File: src/rtl/div_req_sequencer.sv
// div_req_sequencer: request FIFO and launch/capture sequencer around the restoring divider.
// Optional DIV_SEQ_TIMEOUT_EN aborts a run that exceeds TIMEOUT cycles.
module div_req_sequencer #(
  parameter int L       = 16,
  parameter int l       = 3,
  parameter int DEPTH   = 4,
  parameter int TIMEOUT = 40
) (
  input  logic         clk_i,
  input  logic         rst_i,
  input  logic         req_valid_i,
  output logic         req_ready_o,
  input  logic [L-1:0] req_dividend_i,
  input  logic [l-1:0] req_divisor_i,
  output logic         res_valid_o,
  input  logic         res_ready_i,
  output logic [L-1:0] res_quotient_o,
  output logic [L:0]   res_remainder_o,
  output logic         res_err_o,
  output logic [L-1:0] div_dividend_o,
  output logic [l-1:0] div_divisor_o,
  output logic         div_rst_o,
  input  logic         div_state_i,
  input  logic [L-1:0] div_q_i,
  input  logic [L:0]   div_a_i
);
  localparam int AW = $clog2(DEPTH);
  typedef enum logic [1:0] {IDLE, LOAD, RUN, OUT} state_e;
  if (DEPTH < 2 || (DEPTH & (DEPTH - 1)) != 0 || TIMEOUT < 1) begin : g_bad_cfg
    $error("div_req_sequencer: DEPTH must be a power of 2 >= 2 and TIMEOUT >= 1");
  end
  state_e         state_q, state_d;
  logic [L+l-1:0] mem_q [DEPTH];
  logic [AW:0]    wr_q, wr_d, rd_q, rd_d;
  logic           full, empty, push, pop, head_zero, timeout;
  logic [L-1:0]   head_dvd;
  logic [l-1:0]   head_dvs;
  logic           ld_q, ld_d, err_q, err_d;
  logic [L-1:0]   q_q, q_d, dvd_q, dvd_d;
  logic [L:0]     r_q, r_d;
  logic [l-1:0]   dvs_q, dvs_d;
  // Extra pointer bit distinguishes full from empty when the indices match.
  assign full      = (wr_q ^ rd_q) == {1'b1, {AW{1'b0}}};
  assign empty     = wr_q == rd_q;
  assign push      = req_valid_i & ~full;
  assign pop       = state_q == IDLE & ~empty;
  assign {head_dvd, head_dvs} = mem_q[rd_q[AW-1:0]];
  assign head_zero = head_dvs == '0;
  assign wr_d      = wr_q + (AW+1)'(push);
  assign rd_d      = rd_q + (AW+1)'(pop);
`ifdef DIV_SEQ_TIMEOUT_EN
  localparam int TW = $clog2(TIMEOUT + 1);
  logic [TW-1:0] tmo_q;
  assign timeout = tmo_q == TW'(TIMEOUT - 1);
  always_ff @(posedge clk_i or posedge rst_i)
    if (rst_i) tmo_q <= '0;
    else       tmo_q <= state_q == RUN ? tmo_q + 1'b1 : '0;
`else
  assign timeout = 1'b0;
`endif
  always_ff @(posedge clk_i)
    if (push) mem_q[wr_q[AW-1:0]] <= {req_dividend_i, req_divisor_i};
  always_ff @(posedge clk_i or posedge rst_i)
    if (rst_i) state_q <= IDLE;
    else       state_q <= state_d;
  always_comb begin
    state_d = state_q;
    unique case (state_q)
      IDLE:    state_d = empty ? IDLE : head_zero ? OUT : LOAD;
      LOAD:    state_d = ld_q ? RUN : LOAD;
      RUN:     state_d = (div_state_i | timeout) ? OUT : RUN;
      default: state_d = res_ready_i ? IDLE : OUT;
    endcase
  end
  always_comb begin
    ld_d  = state_q == LOAD & ~ld_q;
    dvd_d = pop & ~head_zero ? head_dvd : dvd_q;
    dvs_d = pop & ~head_zero ? head_dvs : dvs_q;
    q_d   = q_q;
    r_d   = r_q;
    err_d = err_q;
    if (pop & head_zero) begin
      q_d   = '1;
      r_d   = {1'b0, head_dvd};
      err_d = 1'b1;
    end else if (state_q == RUN & div_state_i) begin
      q_d   = div_q_i;
      r_d   = div_a_i;
      err_d = 1'b0;
    end else if (state_q == RUN & timeout) begin
      q_d   = '0;
      r_d   = '0;
      err_d = 1'b1;
    end
  end
  always_ff @(posedge clk_i or posedge rst_i)
    if (rst_i) begin
      wr_q  <= '0;
      rd_q  <= '0;
      ld_q  <= 1'b0;
      q_q   <= '0;
      r_q   <= '0;
      err_q <= 1'b0;
      dvd_q <= '0;
      dvs_q <= '0;
    end else begin
      wr_q  <= wr_d;
      rd_q  <= rd_d;
      ld_q  <= ld_d;
      q_q   <= q_d;
      r_q   <= r_d;
      err_q <= err_d;
      dvd_q <= dvd_d;
      dvs_q <= dvs_d;
    end
  always_comb begin
    req_ready_o     = ~full;
    res_valid_o     = state_q == OUT;
    div_rst_o       = state_q != RUN;
    res_quotient_o  = q_q;
    res_remainder_o = r_q;
    res_err_o       = err_q;
    div_dividend_o  = dvd_q;
    div_divisor_o   = dvs_q;
  end
endmodule

File: config.mk
export PLATFORM = sky130hd
export DESIGN_NAME = div_req_sequencer
export DESIGN_NICKNAME = d
export VERILOG_FILES = /design/src/rtl/div_req_sequencer.sv
export SDC_FILE = /design/constraint.sdc
export NUM_CORES = 1
export LEC_CHECK = 0
export ABC_AREA = 1
export BUFFER_PORTS_ARGS = -buffer_cell sky130_fd_sc_hd__buf_2
export CORE_MARGIN = 3
export CORE_UTILIZATION = 35
export DETAILED_ROUTE_END_ITERATION = 8
export PLACE_DENSITY_LB_ADDON = 0.2
export SYNTH_ARGS = -nofsm -noshare
export SYNTH_HDL_FRONTEND = slang
export SYNTH_SLANG_ARGS = --single-unit
File: constraint.sdc
create_clock -name clk_i -period 2.6 [get_ports clk_i]
set_input_delay 0.26 -clock clk_i [delete_from_list [all_inputs] [get_ports clk_i]]
set_output_delay 0.26 -clock clk_i [all_outputs]
set_load 0.1 [all_outputs]
* After elaboration in Yosys (flattened, before gate mapping)
Memories as Yosys holds them, arrays and structs flattened.
Index checks and enable logic that the tools add are counted.
** Storage, ports and cells
- Register bits :: 62
- RAM bits :: 76
- Input bits :: 57
- Output and inout bits :: 56
- Word-level logic and storage cells :: 46
- Memories kept :: 1
** Cells by class
- Add/subtract/negate cells :: 2
- Equality and inequality tests :: 6
- Multiplexer cells :: 14
- Bitwise operators :: 11
- Reductions and logical operators :: 3
** Memory list
- mem_q :: words 4, width 19, rd ports 1, clocked after memory_dff 0, write ports 1, RTL line 33 : logic [L+l-1:0] mem_q [DEPTH];
** Operators by type and width (count)
- $mux W17 :: 2
- $mux W16 :: 2
- $mux W2 :: 4
- $add A3 B1 Y3 :: 2
- $and A1 B1 Y1 :: 6
- $pmux W2 S3 :: 1
- $mux W1 :: 5
- $eq A2 B2 Y1 const B :: 2
- $not A1 Y1 :: 4
- $eq A3 B3 Y1 :: 1
- $eq A3 B3 Y1 const B :: 1
- $logic_not A3 Y1 :: 1
- $xor A3 B3 Y3 :: 1
- $eq A2 B1 Y1 const B :: 1
- $logic_not A2 Y1 :: 1
- $ne A2 B2 Y1 const B :: 1
- $reduce_bool A2 Y1 :: 1

* Depth between registers and ports, before layout
- Word-level depth :: 6
- Gate-level depth with buffers :: 11

* Worst setup path before layout
No wires, ideal clock.
- Kind :: register to register
- Start :: register wr_q[1]
- End :: memory mem_q[1][0] in the netlist's numbering (enable)
- Setup time :: 0.419 ns
- Data arrival time :: 3.021 ns
- Required time :: 2.181 ns
- Path slack :: -0.840 ns
- Cell stages (with the launch flop) :: 7
- Period minus slack after synthesis :: 3.440 ns
- Cell sequence :: dfrtp_1 inv_1 nand2_1 nand2_1 nand4_1 nand2_1 nor3_1
** On the way
- Cells in the longest elaborated chain, start to end :: 6
** RTL lines
- start, declared :: RTL line 34 : logic [AW:0] wr_q, wr_d, rd_q, rd_d;
- start signal, assigned :: RTL line 107 : wr_q <= wr_d;
- $xor A3 B3 Y3 :: RTL line 43 : assign full = (wr_q ^ rd_q) == {1'b1, {AW{1'b0}}};
- $eq A3 B3 Y1 :: RTL line 43
- $not A1 Y1
- net req_ready_o :: RTL line 12 : output logic req_ready_o,
- $and A1 B1 Y1 :: RTL line 45 : assign push = req_valid_i & ~full;
- $mux W1 :: RTL line 62 : if (push) mem_q[wr_q[AW-1:0]] <= {req_dividend_i, req_divisor_i};
- $mux W1 (not written as such) :: RTL line 62
- end, declared :: RTL line 33
The timed path passes the listed nets, and every way through them passes these cells.

* Final worst setup path
- Start :: register rd_q[0]
- End :: register dvd_q[1], in the netlist div_dividend_o[1]
** On the way
- Cells in the longest elaborated chain, start to end :: 4
- Elaborated cells on any way between the ends :: 7
** RTL lines
- start, declared :: RTL line 34
- start signal, assigned :: RTL line 108 : rd_q <= rd_d;
- $mem_v2 Z4 W19 or $eq A3 B3 Y1 (tied branches)
- $logic_not A3 Y1 or $not A1 Y1 (tied branches) :: RTL line 48, 46
- $not A1 Y1 or $and A1 B1 Y1 (tied branches) :: RTL line 77, 46
- $and A1 B1 Y1 :: RTL line 77 : dvd_d = pop & ~head_zero ? head_dvd : dvd_q;
- end signal, assigned :: RTL line 113 : dvd_q <= dvd_d;
- end, declared :: RTL line 39 : logic [L-1:0] q_q, q_d, dvd_q, dvd_d;
Several ways; a longest one is shown, not always the timed one.
A chain may end at the register's enable or synchronous reset.

==> run_results.csv <==
group,metric,value,unit
setup_path,timing.rr.start,"rd_q[0]$_DFF_PP0_",
timing,max_clock_freq,0.492,GHz
clock_network,clk_latency,410,ps
setup_path,reg2regPathDepth,8,
hold_path,min_to,"res_quotient_o[3]$_DFFE_PP0P_",
timing,period_needed,2030,ps
timing,finalHoldViolations,0,
setup_path,r2r_end,"div_dividend_o[1]$_DFFE_PP0P_",
setup_path,worst-path-buf-inv,2,
synthesis,muxShareOfSynthArea,0,%
synthesis,synth_top_cell_by_area,"edfxtp_1",
synthesis,synth_top_family_by_area,"simple AND/OR/NAND/NOR gates",
timing,clock_skew,7.45,ps
setup_path,crit_slowest_cell,"dfrtp_1",
setup_path,cp.arrival,2320,ps
routing,route.detailed.drc,0,
synthesis,yosysTopAreaCellShare,38.9,%
global_route,grt_usage,15.5,%
finish,diodes,0,
clock_network,cts-root-buf,"clkbuf_16",
clock_network,postCtsHoldBufs,1,
clock_network,cts_buffers,17,
clock_network,clkSinkCount,138,
finish,drive_above_1_share,28.6,%
synthesis,synth_edf_count,76,
finish,n_fill_cell,1540,
timing,hold_ws,54.5,ps
clock_network,cts_tree,"built",
timing,tightestPinTransition,519,ps
setup_path,setup.worst_path.start_class,"flop",
routing,via_count,4156,
global_route,first_global_vias,4162,
timing,setup_violations,0,
synthesis,synth.cell_area,5860,sq um
setup_path,cp_top_family,"simple AND/OR/NAND/NOR gates",
setup_path,crit_path_max_incr_delay,560,ps
synthesis,ys_warn_count,0,
floorplan,placementRows,46,
placement,place_congestion,0.775,
setup_path,critPathCaptureType,"flop",
floorplan,coreArea,16100,sq um
global_route,grt_pass1_wl,22100,um
setup_path,path_cells,"inv_2 > nand2_1 > nand3_1 > nand2_1 > nand3_4 > nand2_2 > buf_12 > o21ai_0",
routing,wl_per_cell,15.3,um
global_route,grt_max_degree,35,
global_route,grt-ovfl-total,0,
setup_path,path_max_fanout,26,
synthesis,synth_seq_cells,138,
setup_path,required,2890,ps
hold_path,hold_path.class,"in -> reg",
routing,drtAntennaViolNets,0,
clock_network,post_cts_resized,0,
synthesis,yosysMostFrequentCell,"nand2_1",
clock_network,clk_path_buf_depth,2,
synthesis,seq_area_frac_synth,65.4,%
placement,port_buffers,112,
setup_path,path_class,"reg -> reg",
synthesis,synthArstFlopShare,44.9,%
clock_network,post_cts_buffers,0,
run_status,status,"complete, no violations",
synthesis,syn_nets,616,
hold_path,hp-start,"div_q_i[3]",
floorplan,pin_count,113,
clock_network,cts_max_level,4,
synthesis,synth_simple_gate_area_share,23.1,%
synthesis,synth-xor-area-share,0.448,%
synthesis,synthTopCellsByArea,"edfxtp_1 (39%), dfrtp_1 (26%), nand2_1 (11%)",
timing,drv_slew,0,
hold_path,worstHoldPathCells,3,
placement,hpwl,9430,um
floorplan,initial_utilization,36.4,%
synthesis,ys_types,30,
synthesis,synth_commonest_cells,"nand2_1 (173), nand3_1 (89), edfxtp_1 (76)",
timing,rsz0062_at_grt,"false",
timing,max_slew_margin,65.7,%
global_route,antenna_found_initial,2,
synthesis,syn_area_per_cell,10.6,sq um
routing,vias_per_cell,4.63,
synthesis,synth_ff_type,"edfxtp_1",
synthesis,synthCells,555,
setup_path,reg2reg_setup_slack,570,ps
run,cap_viol_max_count,0,
setup_path,cp_common_cell,"nand2_1",
timing,finalCritPeriodShare,78.2,%
finish,area_growth,23.7,%
routing,wl,13700,um
synthesis,synth_compound_area_share,5.06,%
floorplan,die-area,18300,sq um
floorplan,die_h,135,um
finish,fin_nets,731,
routing,drt-initial-drc-count,201,
synthesis,synth_adder_area_share,0.854,%
floorplan,die_x,135,um
clock_network,path_clk_slew,60,ps
routing,first_pass_iters,4,
## worst max path at each step
stage | cells after the start | slack, ps | to | start
floorplan | 9 | -200 | wr_q[2]$_DFF_PP0_ | wr_q[1]$_DFF_PP0_
global placement | 8 | 690 | div_dividend_o[2]$_DFFE_PP0P_ | rd_q[0]$_DFF_PP0_
detailed placement | 8 | 600 | div_dividend_o[1]$_DFFE_PP0P_ | rd_q[0]$_DFF_PP0_
CTS | 9 | 580 | div_dividend_o[1]$_DFFE_PP0P_ | rd_q[0]$_DFF_PP0_
global route | 9 | 340 | res_quotient_o[1]$_DFFE_PP0P_ | rd_q[0]$_DFF_PP0_
finish | 8 | 570 | div_dividend_o[1]$_DFFE_PP0P_ | rd_q[0]$_DFF_PP0_
## layer usage
layer | track usage, % | share of wire [%] | wire, um | up-vias
li1 | - | - | - | 2081
met1 | 20.9 | 46 | 6370 | 1959
met2 | 23.9 | 46 | 6340 | 99
met3 | 5.35 | 6.3 | 866 | 13
met4 | 4.70 | 1.0 | 138 | 4
met5 | 0 | 0.17 | 23 | -
## final cells by class
cell class / count / area, sq um / area share (%)
flip-flops and latches: 138 / 3840 / 52.9
multi-input cells: 357 / 1790 / 24.7
repair buffers: 126 / 696 / 9.60
clock buffers: 19 / 433 / 5.97
well taps: 216 / 270 / 3.73
inverters: 30 / 115 / 1.59
clock inverters: 12 / 108 / 1.48
## cells in the final DEF, fill, tap and decap left out, types with 2 or more instances in the layout
| cell | count |
|---|---|
| nand2_1 | 172 |
| nand4_1 | 2 |
| nor3_1 | 2 |
| nor2_1 | 17 |
| buf_2 | 111 |
| dfrtp_2 | 2 |
| a21oi_1 | 8 |
| ha_1 | 2 |
| nand2_2 | 15 |
| o21ai_0 | 8 |
| inv_2 | 5 |
| edfxtp_1 | 76 |
| nand3_1 | 88 |
| clkinv_2 | 2 |
| dfrtp_1 | 60 |
| ha_2 | 2 |
| o21ai_2 | 11 |
| buf_12 | 2 |
| bufinv_16 | 2 |
| inv_1 | 23 |
| buf_4 | 12 |
| o21bai_1 | 16 |
| nand2_4 | 2 |
| clkinv_1 | 7 |
| clkbuf_16 | 17 |
| clkbuf_1 | 2 |
| xor2_1 | 2 |
| clkinvlp_4 | 2 |
| nor3_4 | 4 |
## worst reg2reg max path, delay by kind of cell, from the launching register on
family,cells,cell delay [ps]
AOI/OAI and AO/OA,1,110
buffers and inverters,2,360
DFF,1,560
and+or+nand+nor,5,890
## metrics by stage
step,TNS [ps],std cells,util [%],instance area (sq um),worst slack [ps]
after floorplan,-3250,555,-,5920,-204
after global placement,0,866,41.6,6700,685
after detailed placement,0,866,41.6,6700,601
after CTS,0,898,45.0,7250,584
after global routing,0,898,45.0,7250,344
final,0,898,45.0,7250,566
## logic make-up after synthesis
group | after synthesis
and+or+nand+nor | 307
AOI/OAI and AO/OA | 43
adders and majority gates | 4
xor gates and xnor gates | 3
buffers and inverters | 60
DFF | 138
## state kept, by name (all words and copies together) (netlist names)
signal           cells
res_remainder_o     17
ld_q                 1
div_divisor_o        3
mem_q               76
state_q              2
res_quotient_o      16
div_dividend_o      16
rd_q                 3
wr_q                 3
res_err_o            1
Power is left out: the tool's default activity adds up to more than one toggle a clock period on the data nets, which glitch-free logic cannot reach.
